<file path="src/rtl/mem_arbiter_if.sv">
// Bus bundle for mem_arbiter: IFU and LSU request/response channels plus the shared memory port.
// The slave modport is the arbiter's view; the master modport is the view of the core and memory around it.
interface mem_arbiter_if #(
  parameter int AW = 32,
  parameter int DW = 32
);
  logic              ifu_req_valid;
  logic              ifu_req_ready;
  logic [AW-1:0]     ifu_addr;
  logic              ifu_resp_valid;
  logic [DW-1:0]     ifu_rdata;
  logic              ifu_resp_err;

  logic              lsu_req_valid;
  logic              lsu_req_ready;
  logic [AW-1:0]     lsu_addr;
  logic              lsu_wen;
  logic [DW-1:0]     lsu_wdata;
  logic [DW/8-1:0]   lsu_wmask;
  logic              lsu_resp_valid;
  logic [DW-1:0]     lsu_rdata;
  logic              lsu_resp_err;

  logic              mem_req_valid;
  logic              mem_req_ready;
  logic [AW-1:0]     mem_addr;
  logic              mem_wen;
  logic [DW-1:0]     mem_wdata;
  logic [DW/8-1:0]   mem_wmask;
  logic              mem_resp_valid;
  logic [DW-1:0]     mem_rdata;
  logic              mem_resp_err;

  modport slave (
    input  ifu_req_valid, ifu_addr,
    output ifu_req_ready, ifu_resp_valid, ifu_rdata, ifu_resp_err,
    input  lsu_req_valid, lsu_addr, lsu_wen, lsu_wdata, lsu_wmask,
    output lsu_req_ready, lsu_resp_valid, lsu_rdata, lsu_resp_err,
    output mem_req_valid, mem_addr, mem_wen, mem_wdata, mem_wmask,
    input  mem_req_ready, mem_resp_valid, mem_rdata, mem_resp_err
  );

  modport master (
    output ifu_req_valid, ifu_addr,
    input  ifu_req_ready, ifu_resp_valid, ifu_rdata, ifu_resp_err,
    output lsu_req_valid, lsu_addr, lsu_wen, lsu_wdata, lsu_wmask,
    input  lsu_req_ready, lsu_resp_valid, lsu_rdata, lsu_resp_err,
    input  mem_req_valid, mem_addr, mem_wen, mem_wdata, mem_wmask,
    output mem_req_ready, mem_resp_valid, mem_rdata, mem_resp_err
  );
endinterface

</file>
<file path="src/rtl/mem_arbiter.sv">
// Single-outstanding arbiter sharing one memory port between IFU and LSU, with a response timeout.
// Define ARB_RR_EN for round-robin arbitration; otherwise LSU has fixed priority over IFU.
module mem_arbiter #(
  parameter int AW      = 32,
  parameter int DW      = 32,
  parameter int TIMEOUT = 255
) (
  input  logic          clk,
  input  logic          rst,
  mem_arbiter_if.slave  bus
);
  localparam int MW = DW / 8;
  localparam int CW = (TIMEOUT > 0) ? $clog2(TIMEOUT + 1) : 1;

  typedef enum logic [1:0] {S_IDLE, S_REQ, S_RESP} state_e;

  state_e          state_q, state_d;
  logic            owner_lsu_q, owner_lsu_d;
  logic [AW-1:0]   addr_q, addr_d;
  logic            wen_q, wen_d;
  logic [DW-1:0]   wdata_q, wdata_d;
  logic [MW-1:0]   wmask_q, wmask_d;
  logic [CW-1:0]   cnt_q, cnt_d;

  logic            grant_lsu;
  logic            grant_ifu;
  logic            timeout_hit;
  logic            resp_fire;
  logic            resp_err;
  logic [DW-1:0]   resp_data;

`ifdef ARB_RR_EN
  logic rr_lsu_q, rr_lsu_d;

  // On a tie the pointer picks the winner; it flips to the loser after every accept.
  assign grant_lsu = bus.lsu_req_valid && (!bus.ifu_req_valid || rr_lsu_q);

  always_comb begin
    rr_lsu_d = rr_lsu_q;
    if (state_q == S_IDLE && (bus.lsu_req_valid || bus.ifu_req_valid)) begin
      rr_lsu_d = !grant_lsu;
    end
  end

  always_ff @(posedge clk or negedge rst) begin
    if (!rst) begin
      rr_lsu_q <= 1'b1;
    end else begin
      rr_lsu_q <= rr_lsu_d;
    end
  end
`else
  assign grant_lsu = bus.lsu_req_valid;
`endif

  assign grant_ifu   = bus.ifu_req_valid && !grant_lsu;
  assign timeout_hit = (TIMEOUT > 0) && (cnt_q == CW'(TIMEOUT));

  always_comb begin
    state_d           = state_q;
    owner_lsu_d       = owner_lsu_q;
    addr_d            = addr_q;
    wen_d             = wen_q;
    wdata_d           = wdata_q;
    wmask_d           = wmask_q;
    cnt_d             = cnt_q;
    bus.ifu_req_ready = 1'b0;
    bus.lsu_req_ready = 1'b0;
    bus.mem_req_valid = 1'b0;
    resp_fire         = 1'b0;
    resp_err          = 1'b0;
    resp_data         = '0;
    unique case (state_q)
      S_IDLE: begin
        bus.lsu_req_ready = grant_lsu;
        bus.ifu_req_ready = grant_ifu;
        if (grant_lsu) begin
          owner_lsu_d = 1'b1;
          addr_d      = bus.lsu_addr;
          wen_d       = bus.lsu_wen;
          wdata_d     = bus.lsu_wdata;
          wmask_d     = bus.lsu_wmask;
          state_d     = S_REQ;
        end else if (grant_ifu) begin
          owner_lsu_d = 1'b0;
          addr_d      = bus.ifu_addr;
          wen_d       = 1'b0;
          wdata_d     = '0;
          wmask_d     = '1;
          state_d     = S_REQ;
        end
      end
      S_REQ: begin
        bus.mem_req_valid = 1'b1;
        if (bus.mem_req_ready) begin
          cnt_d   = '0;
          state_d = S_RESP;
        end
      end
      S_RESP: begin
        // A real response in the same cycle as the limit still wins over the timeout.
        if (bus.mem_resp_valid) begin
          resp_fire = 1'b1;
          resp_err  = bus.mem_resp_err;
          resp_data = bus.mem_rdata;
          state_d   = S_IDLE;
        end else if (timeout_hit) begin
          resp_fire = 1'b1;
          resp_err  = 1'b1;
          state_d   = S_IDLE;
        end else begin
          cnt_d = cnt_q + CW'(1);
        end
      end
      default: state_d = S_IDLE;
    endcase
  end

  assign bus.ifu_resp_valid = resp_fire && !owner_lsu_q;
  assign bus.ifu_resp_err   = resp_err && !owner_lsu_q;
  assign bus.ifu_rdata      = owner_lsu_q ? '0 : resp_data;
  assign bus.lsu_resp_valid = resp_fire && owner_lsu_q;
  assign bus.lsu_resp_err   = resp_err && owner_lsu_q;
  assign bus.lsu_rdata      = owner_lsu_q ? resp_data : '0;

  assign bus.mem_addr  = addr_q;
  assign bus.mem_wen   = wen_q;
  assign bus.mem_wdata = wdata_q;
  assign bus.mem_wmask = wmask_q;

  always_ff @(posedge clk or negedge rst) begin
    if (!rst) begin
      state_q     <= S_IDLE;
      owner_lsu_q <= 1'b0;
      addr_q      <= '0;
      wen_q       <= 1'b0;
      wdata_q     <= '0;
      wmask_q     <= '0;
      cnt_q       <= '0;
    end else begin
      state_q     <= state_d;
      owner_lsu_q <= owner_lsu_d;
      addr_q      <= addr_d;
      wen_q       <= wen_d;
      wdata_q     <= wdata_d;
      wmask_q     <= wmask_d;
      cnt_q       <= cnt_d;
    end
  end
endmodule
</file>
<file path="src/flat_wrapper.sv">
// flat-port wrapper written by rule: the top's interface ports become plain ports
module mem_arbiter_flat 
#(
  parameter int AW      = 32,
  parameter int DW      = 32,
  parameter int TIMEOUT = 255
)
  (clk, rst, bus_ifu_req_valid, bus_ifu_addr, bus_ifu_req_ready, bus_ifu_resp_valid, bus_ifu_rdata, bus_ifu_resp_err, bus_lsu_req_valid, bus_lsu_addr, bus_lsu_wen, bus_lsu_wdata, bus_lsu_wmask, bus_lsu_req_ready, bus_lsu_resp_valid, bus_lsu_rdata, bus_lsu_resp_err, bus_mem_req_valid, bus_mem_addr, bus_mem_wen, bus_mem_wdata, bus_mem_wmask, bus_mem_req_ready, bus_mem_resp_valid, bus_mem_rdata, bus_mem_resp_err);
  mem_arbiter_if #(.AW(AW), .DW(DW)) bus_i ();
  input  logic clk;
  input  logic rst;
  input wire logic [$bits(bus_i.ifu_req_valid)-1:0] bus_ifu_req_valid;
  input wire logic [$bits(bus_i.ifu_addr)-1:0] bus_ifu_addr;
  output wire logic [$bits(bus_i.ifu_req_ready)-1:0] bus_ifu_req_ready;
  output wire logic [$bits(bus_i.ifu_resp_valid)-1:0] bus_ifu_resp_valid;
  output wire logic [$bits(bus_i.ifu_rdata)-1:0] bus_ifu_rdata;
  output wire logic [$bits(bus_i.ifu_resp_err)-1:0] bus_ifu_resp_err;
  input wire logic [$bits(bus_i.lsu_req_valid)-1:0] bus_lsu_req_valid;
  input wire logic [$bits(bus_i.lsu_addr)-1:0] bus_lsu_addr;
  input wire logic [$bits(bus_i.lsu_wen)-1:0] bus_lsu_wen;
  input wire logic [$bits(bus_i.lsu_wdata)-1:0] bus_lsu_wdata;
  input wire logic [$bits(bus_i.lsu_wmask)-1:0] bus_lsu_wmask;
  output wire logic [$bits(bus_i.lsu_req_ready)-1:0] bus_lsu_req_ready;
  output wire logic [$bits(bus_i.lsu_resp_valid)-1:0] bus_lsu_resp_valid;
  output wire logic [$bits(bus_i.lsu_rdata)-1:0] bus_lsu_rdata;
  output wire logic [$bits(bus_i.lsu_resp_err)-1:0] bus_lsu_resp_err;
  output wire logic [$bits(bus_i.mem_req_valid)-1:0] bus_mem_req_valid;
  output wire logic [$bits(bus_i.mem_addr)-1:0] bus_mem_addr;
  output wire logic [$bits(bus_i.mem_wen)-1:0] bus_mem_wen;
  output wire logic [$bits(bus_i.mem_wdata)-1:0] bus_mem_wdata;
  output wire logic [$bits(bus_i.mem_wmask)-1:0] bus_mem_wmask;
  input wire logic [$bits(bus_i.mem_req_ready)-1:0] bus_mem_req_ready;
  input wire logic [$bits(bus_i.mem_resp_valid)-1:0] bus_mem_resp_valid;
  input wire logic [$bits(bus_i.mem_rdata)-1:0] bus_mem_rdata;
  input wire logic [$bits(bus_i.mem_resp_err)-1:0] bus_mem_resp_err;
  assign bus_i.ifu_req_valid = bus_ifu_req_valid;
  assign bus_i.ifu_addr = bus_ifu_addr;
  assign bus_ifu_req_ready = bus_i.ifu_req_ready;
  assign bus_ifu_resp_valid = bus_i.ifu_resp_valid;
  assign bus_ifu_rdata = bus_i.ifu_rdata;
  assign bus_ifu_resp_err = bus_i.ifu_resp_err;
  assign bus_i.lsu_req_valid = bus_lsu_req_valid;
  assign bus_i.lsu_addr = bus_lsu_addr;
  assign bus_i.lsu_wen = bus_lsu_wen;
  assign bus_i.lsu_wdata = bus_lsu_wdata;
  assign bus_i.lsu_wmask = bus_lsu_wmask;
  assign bus_lsu_req_ready = bus_i.lsu_req_ready;
  assign bus_lsu_resp_valid = bus_i.lsu_resp_valid;
  assign bus_lsu_rdata = bus_i.lsu_rdata;
  assign bus_lsu_resp_err = bus_i.lsu_resp_err;
  assign bus_mem_req_valid = bus_i.mem_req_valid;
  assign bus_mem_addr = bus_i.mem_addr;
  assign bus_mem_wen = bus_i.mem_wen;
  assign bus_mem_wdata = bus_i.mem_wdata;
  assign bus_mem_wmask = bus_i.mem_wmask;
  assign bus_i.mem_req_ready = bus_mem_req_ready;
  assign bus_i.mem_resp_valid = bus_mem_resp_valid;
  assign bus_i.mem_rdata = bus_mem_rdata;
  assign bus_i.mem_resp_err = bus_mem_resp_err;
  mem_arbiter #(.AW(AW), .DW(DW), .TIMEOUT(TIMEOUT)) u_core (.clk(clk), .rst(rst), .bus(bus_i));
endmodule
</file>
<file path="config.mk">
export PLATFORM = sky130hd
export DESIGN_NAME = mem_arbiter_flat
export DESIGN_NICKNAME = d
export VERILOG_FILES = /design/src/rtl/mem_arbiter_if.sv /design/src/rtl/mem_arbiter.sv /design/src/flat_wrapper.sv
export SDC_FILE = /design/constraint.sdc
export NUM_CORES = 1
export LEC_CHECK = 0
export BUFFER_PORTS_ARGS = -buffer_cell sky130_fd_sc_hd__buf_2
export CORE_AREA = 4 4 105 107
export CTS_CLUSTER_DIAMETER = 80
export DETAILED_ROUTE_END_ITERATION = 8
export DIE_AREA = 0 0 109 111
export PLACE_DENSITY = 0.78
export SLEW_MARGIN = 20
export SYNTH_ARGS = -nofsm -noshare
export SYNTH_HDL_FRONTEND = slang
export SYNTH_SLANG_ARGS = --single-unit
</file>
<file path="constraint.sdc">
create_clock -name clk -period 2 [get_ports clk]
set_input_delay 0 -clock clk [delete_from_list [all_inputs] [get_ports clk]]
set_output_delay 0 -clock clk [all_outputs]
set_load 0.01 [all_outputs]
</file>
==> results by group, run 1 <==
Setup path
  • CP endpoint kind: output port
  • Crit path launch type: flip-flop
  • Crit Path Max Fanout: 5
  • Crit Reg-Reg Startpoint: u_core.cnt_q[1]
  • R2R Setup Slk: 0.27 ns
  • Reg-to-reg endpoint: u_core.cnt_q[6]
  • Worst EP arrival: 1.89 ns
  • CP required: 2.00 ns
  • CP Class: flip-flop to output port
  • Worst reg2reg path depth: 6

STA
  • Fin crit period: 1.89 ns
  • Rel. slew slack: 52.5%
  • Measured slew at the worst slew-check pin: 0.713 ns
  • RSZ-0062 raised after global routing: no
  • Setup Total Neg Slack: 0 ns
  • Slew Viols, Final: 0
  • Fin. Hold Viols: 0
  • Final setup viols: 0
  • Max frequency: 0.529 GHz
  • Final worst-path cycle share: 94.5%
  • Setup Skew: 0.00711 ns

Power
  • Switching share of power: 38.1%
  • Clk pwr share: 18.1%
  • Peak supply drop: 709 uV
  • Comb pwr share: 44.0%
  • Leak: 3.66 nW
  • Power Internal: 0.00451 W
  • Pwr Density: 1090 nW/um^2
  • NetSw: 0.00278 W
  • Reg power frac: 38.0%

Global route
  • Initial antenna violation count: 5
  • GR Layer Usage met1: 24.9%
  • Met3 GRT Util: 4.60%
  • Layer with the highest usage: met2
  • GR Util met2: 42.6%
  • Vias in the first global route: 4467
  • GR Util All Layers: 23.5%
  • Wire length of the first global-routing pass: 22300 um
  • Overflow after GRT: 0
  • Largest net degree at the start of global routing: 81

Clock tree
  • Max clock buf depth: 2
  • Clock latency on the worst-skew pair: 0.35 ns
  • Clock buffer count from CTS: 9
  • H-tree depth: 3
  • Root Buffer: clkbuf_8
  • CTS clk-pin slew, worst paths: 0.07 ns
  • TritonCTS Sinks: 80
  • CTS tree: built

Drt
  • Detailed Route Iter0 Violations: 232
  • Routed via count: 4350
  • Final ANT Viol Nets: 0
  • Total iterations of the first detailed-routing run: 5
  • Final wirelength: 14600 um
  • Via-per-instance ratio: 4.88
  • WL per Instance: 16.4 um
  • Residual DRC: 0

Layout
  • Area grow syn2layout: 73.7%
  • Nets: 886
  • Ratio of cells with drive above 1 in the final layout: 42.7%
  • Design Area, Final: 6680 sq um

Logic synthesis
  • Area leader, netlist: dfrtp_1
  • Seq/Total Area, Yosys: 52.0%
  • Top_reg_cell synth: dfrtp_1
  • Area contributors post-synth: dfrtp_1 52%, and2_1 10%, mux2i_1 8.3%
  • Synth Net Count: 507
  • Total number of yosys warnings: 0
  • Synth top area share: 52.0%
  • Distinct cells, synth: 35
  • Post-synthesis register bit count: 80
  • Syn Inst Count: 366
  • Top cells by count, synth: 80 x dfrtp_1, 64 x and2_1, 41 x nand2_1
  • FFs w/ async S/R, synth: 100%
  • Avg Cell Area, Syn: 10.5 sq um
  • Post-synth EDFFs: 0
  • Most common cell in the netlist: dfrtp_1
  • Mapped Area: 3850 sq um

Hold path
  • Hold Path Origin: bus_lsu_addr[6]
  • Hold Path Depth: 3
  • Hold Path Class: primary input to flip-flop
  • Hold Path Sink: u_core.bus.mem_addr[6]

Placed design
  • Port bufs: 279
  • GPL Wtd Cong: 0.890
  • Dpl cell area: 5360 sq um
  • Post-DP HPWL: 9520 um

Outcome
  • Status: complete, no violations

Floorplanning
  • Placeable core area: 10100 sq um
  • Rows: 37
  • Die X: 109 um
  • Die outline height: 111 um
  • Num ports: 280
  • Die area: 12100 sq um
  • Initial Util: 37.9%

Run
  • Maxcap violations: 0
[layout by cell type (no fill, tap or decap), types with 5 or more instances in the layout]
cell type | synthesis | routed
clkbuf_8 | 0 | 10
mux2i_1 | 32 | 32
a22o_1 | 33 | 33
nor2_1 | 7 | 6
and2_1 | 64 | 64
buf_4 | 1 | 9
a21oi_1 | 6 | 6
o21ai_0 | 35 | 35
buf_2 | 10 | 278
dlygate4sd3_1 | 0 | 103
nand2_1 | 41 | 41
dfrtp_1 | 80 | 80
diode_2 | 0 | 5
a31oi_1 | 6 | 6
[worst max-delay path: stages, from the launching register on]
cell and delay (ns):
dfrtp_1 0.42, ha_1 0.22, and3_4 0.23, a21oi_1 0.08, nand2b_1 0.21, nor3_1 0.22, buf_2 0.17
[layer usage]
metal | vias up | wire (um)
met2 | 241 | 7770
met5 | - | 0
met4 | 0 | 486
met1 | 2027 | 5130
li1 | 2045 | -
met3 | 37 | 1210
[sequential cells by signal, summed over array words and instances (netlist names)]
name,flops
u_core.bus.mem_addr,32
u_core.bus.mem_wdata,32
u_core.bus.mem_wen,1
u_core.bus.mem_wmask,4
u_core.cnt_q,8
u_core.owner_lsu_q,1
u_core.state_q,2
[final cells by class]
| class | count | area, sq um |
|---|---|---|
| Clock buffer | 11 | 141 |
| Fill cell | 790 | 3460 |
| Multi-Input combinational cell | 257 | 1720 |
| Sequential cell | 80 | 2000 |
| Antenna cell | 5 | 12.5 |
| Tap cell | 136 | 170 |
| Inverter | 3 | 11.3 |
| Timing Repair Buffer | 394 | 2540 |
| Clock inverter | 5 | 80.1 |
[worst max path at each step]
stage,endpoint,from,depth (start not counted),slack [ns]
2_1_floorplan,u_core.cnt_q[5],u_core.cnt_q[0],7,0.43
3_3_place_gp,u_core.cnt_q[5],u_core.cnt_q[0],5,0.41
3_5_place_dp,u_core.cnt_q[6],u_core.cnt_q[0],5,0.31
4_1_cts,bus_lsu_req_ready,u_core.state_q[0],5,0.02
5_1_grt,bus_lsu_rdata[8],u_core.state_q[0],6,0.02
6_report,bus_ifu_resp_err,u_core.cnt_q[1],6,0.11
[power by group through the flow]
stage | Clock (W) | Sequential, W | Combinational (W)
5_1_grt | 0.00141 | 0.00286 | 0.00349
3_5_place_dp | 0 | 0.00274 | 0.00296
3_3_place_gp | 0 | 0.00273 | 0.00284
4_1_cts | 0.00135 | 0.00274 | 0.00311
6_report | 0.00132 | 0.00277 | 0.00321
2_1_floorplan | 0 | 0.00299 | 0.00140
[through the flow]
stage	power (W)	utilization [%]	cells	worst slack, ns	hold slack [ns]
floorplan	0.00439	-	366	0.433	-0.296
global placement	0.00557	52.9	762	0.413	0.215
detailed placement	0.00571	52.9	762	0.313	0.230
CTS	0.00721	65.2	881	0.0213	0.00599
global route	0.00776	65.9	891	0.0157	0.0690
finish	0.00729	65.9	891	0.110	0.0364
[timing repair]
item,in CTS,in global routing
hold endpoints to repair,152,0
hold buffers,103,0
endpoints found under the setup margin,2,5
setup buffers,0,5
gates resized for setup,1,4
[logic make-up (layout without fill, tap and decap cells)]
| kind of cell | Yosys count | count (layout) | synth area share [%] |
|---|---|---|---|
| mux | 32 | 32 | 8.33 |
| flops | 80 | 80 | 52.0 |
| compound gates | 97 | 97 | 18.0 |
| fa+ha+maj | 1 | 1 | 0.325 |
| other cells | 0 | 5 | 0 |
| simple gates | 127 | 127 | 17.7 |
| buf+inv | 29 | 413 | 3.64 |
Power figures use the tool's default switching activity.
==> run 2: changes to the inputs <==
--- a/config.mk
+++ b/config.mk
@@ -11,6 +11,7 @@
 export DETAILED_ROUTE_END_ITERATION = 8
 export DIE_AREA = 0 0 109 111
 export PLACE_DENSITY = 0.78
+export RECOVER_POWER = 50
 export SLEW_MARGIN = 20
 export SYNTH_ARGS = -nofsm -noshare
 export SYNTH_HDL_FRONTEND = slang
==> results by group, run 2 (same netlist as run 1, synthesis figures left out) <==
Drt
  • Routed via count: 4339 (was 4350)
  • Detailed Route Iter0 Violations: 246 (was 232)
  • Final wirelength: 14600 um (about the same)
  • Total iterations of the first detailed-routing run: 4 (was 5)
  • Final ANT Viol Nets: 0 (unchanged)
  • Residual DRC: 0 (unchanged)
  • Via-per-instance ratio: 4.87 (was 4.88)
  • WL per Instance: 16.4 um (about the same)

Power
  • Pwr Density: 1080 nW/um^2 (was 1090 nW/um^2)
  • Power, Total: 0.00714 W (was 0.00729 W)
  • Peak supply drop: 696 uV (was 709 uV)
  • Leak: 3.43 nW (was 3.66 nW)

Layout
  • Multi-input logic area: 1720 sq um (unchanged)
  • Nets: 886 (unchanged)
  • Register area: 2000 sq um (unchanged)
  • Area grow syn2layout: 71.3% (was 73.7%)
  • Most common cell after layout, fill and taps aside: buf_2 (unchanged)
  • Design Area, Final: 6590 sq um (was 6680 sq um)
  • Fillers: 832 (was 790)
  • Commonest cells after routing, fill and taps aside: 209 x buf_2, 103 x dlygate4sd3_1, 80 x dfrtp_1 (was 278 x buf_2, 103 x dlygate4sd3_1, 80 x dfrtp_1)
  • Ratio of cells with drive above 1 in the final layout: 33.5% (was 42.7%)

STA
  • Final worst slack: 0.105 ns (was 0.110 ns)
  • Rel. slew slack: 29.3% (was 52.5%)
  • Minimum hold slack: 0.0348 ns (was 0.0364 ns)
  • Setup Skew: 0.00682 ns (was 0.00711 ns)
  • Final worst-path cycle share: 94.7% (was 94.5%)
  • Slew Viols, Final: 0 (unchanged)
  • Fin crit period: 1.89 ns (about the same)
  • RSZ-0062 raised after global routing: no (unchanged)
  • Setup Total Neg Slack: 0 ns (unchanged)
  • Final setup viols: 0 (unchanged)
  • Fin. Hold Viols: 0 (unchanged)
  • Max frequency: 0.528 GHz (was 0.529 GHz)
  • Measured slew at the worst slew-check pin: 1.06 ns (was 0.713 ns)

Setup path
  • CP endpoint kind: output port (unchanged)
  • CP required: 2.00 ns (about the same)
  • Stages on the worst setup path: 6 (unchanged)
  • Crit path launch type: flip-flop (unchanged)
  • Worst Path Buf+Inv: 1 (unchanged)
  • CP delay by family, top: simple AND/OR/NAND/NOR gates (unchanged)
  • Crit Path Max Fanout: 5 (unchanged)
  • Worst reg2reg path depth: 6 (unchanged)
  • CP Class: flip-flop to output port (unchanged)
  • Max stage delay on crit path: 0.42 ns (about the same)
  • Worst path cell trace: ha_1 -> and3_4 -> a21oi_1 -> nand2b_1 -> nor3_1 -> buf_2 (unchanged)
  • Worst EP arrival: 1.89 ns (about the same)
  • Worst path slowest cell: dfrtp_1 (unchanged)

Hold path
  • Hold Path Depth: 3 (unchanged)
  • Hold Path Class: primary input to flip-flop (unchanged)

Floorplanning
  • Num ports: 280 (unchanged)
  • Initial Util: 37.9% (unchanged)
  • Die X: 109 um (unchanged)
  • Placeable core area: 10100 sq um (unchanged)
  • Rows: 37 (unchanged)
  • Die outline height: 111 um (unchanged)
  • Die area: 12100 sq um (unchanged)

Clock tree
  • CTS tree: built (unchanged)
  • TritonCTS Sinks: 80 (unchanged)
  • Max clock buf depth: 2 (unchanged)
  • CTS clk-pin slew, worst paths: 0.07 ns (about the same)
  • Root Buffer: clkbuf_8 (unchanged)
  • H-tree depth: 3 (unchanged)
  • Clock latency on the worst-skew pair: 0.35 ns (about the same)
  • Clock buffer count from CTS: 9 (unchanged)

Global route
  • Vias in the first global route: 4467 (unchanged)
  • GR Util All Layers: 23.5% (unchanged)
  • Largest net degree at the start of global routing: 81 (unchanged)
  • Initial antenna violation count: 5 (unchanged)
  • Overflow after GRT: 0 (unchanged)
  • Wire length of the first global-routing pass: 22300 um (unchanged)

Placed design
  • Port bufs: 279 (unchanged)
  • Post-DP HPWL: 9520 um (unchanged)
  • Pre-CTS setup slack: 0.313 ns (unchanged)
  • Dpl cell area: 5360 sq um (unchanged)
  • GPL Wtd Cong: 0.890 (unchanged)

Run
  • Maxcap violations: 0 (unchanged)

Outcome
  • Status: complete, no violations (unchanged)
run 2: changes by cell type in the layout (fill, tap and decap cells not counted):
cell	before	now
buf_2	278	209
buf_6	3	2
clkbuf_1	1	70
clkbuf_4	0	1
run 2: final timing paths:
path,start,endpoint,slack [ns]
worst max register to register,u_core.cnt_q[1],u_core.cnt_q[6],0.28
worst min-delay path,bus_lsu_addr[6],u_core.bus.mem_addr[6],0.03
worst min register to register,u_core.bus.mem_addr[16],u_core.bus.mem_addr[16],0.48
max in group asynchronous,rst,u_core.bus.mem_wdata[0],0.93
worst max-delay path,u_core.cnt_q[1],bus_ifu_resp_err,0.11
min in group asynchronous,rst,u_core.cnt_q[2],0.37
run 2: final cells by class:
class / instances / area share [%]
repair buffers: 394 / 37.2
flip-flops and latches: 80 / 30.4
multi-input cells: 257 / 26.1
well taps: 136 / 2.58
clock buffers: 11 / 2.15
clock inverters: 5 / 1.22
diodes: 5 / 0.190
inverters: 3 / 0.171
run 2: worst reg2reg max path, cell delays in order (launching register included):
cell and delay, ns:
dfrtp_1 0.43, ha_1 0.24, and3_4 0.21, buf_4 0.15, a21oi_4 0.26, a41o_2 0.24, a31oi_1 0.08
run 2: per-stage QoR:
step           util (%)  cells
2_1_floorplan         -    366
3_3_place_gp       52.9    762
3_5_place_dp       52.9    762
4_1_cts            65.2    881
5_1_grt            65.0    891
6_report           65.0    891
run 2: report_power, final:
part / internal, W / switching (W)
clock network: 0.000735 / 0.000585
logic: 0.00130 / 0.00173
registers: 0.00231 / 0.000480
run 2: what timing repair did:
action                                  4_1_cts  5_1_grt
hold buffers                                103        0
endpoints found under the setup margin        2        5
setup buffers                                 0        5
resized for setup                             1        4
hold endpoints to repair                    152        0
run 2: layer usage:
layer,global-route usage (%),vias to the layer above,wire [um]
li1,-,2041,-
met1,24.9,2037,5090
met2,42.6,226,7890
met3,4.60,35,1190
met4,12.8,0,440
met5,0,-,0
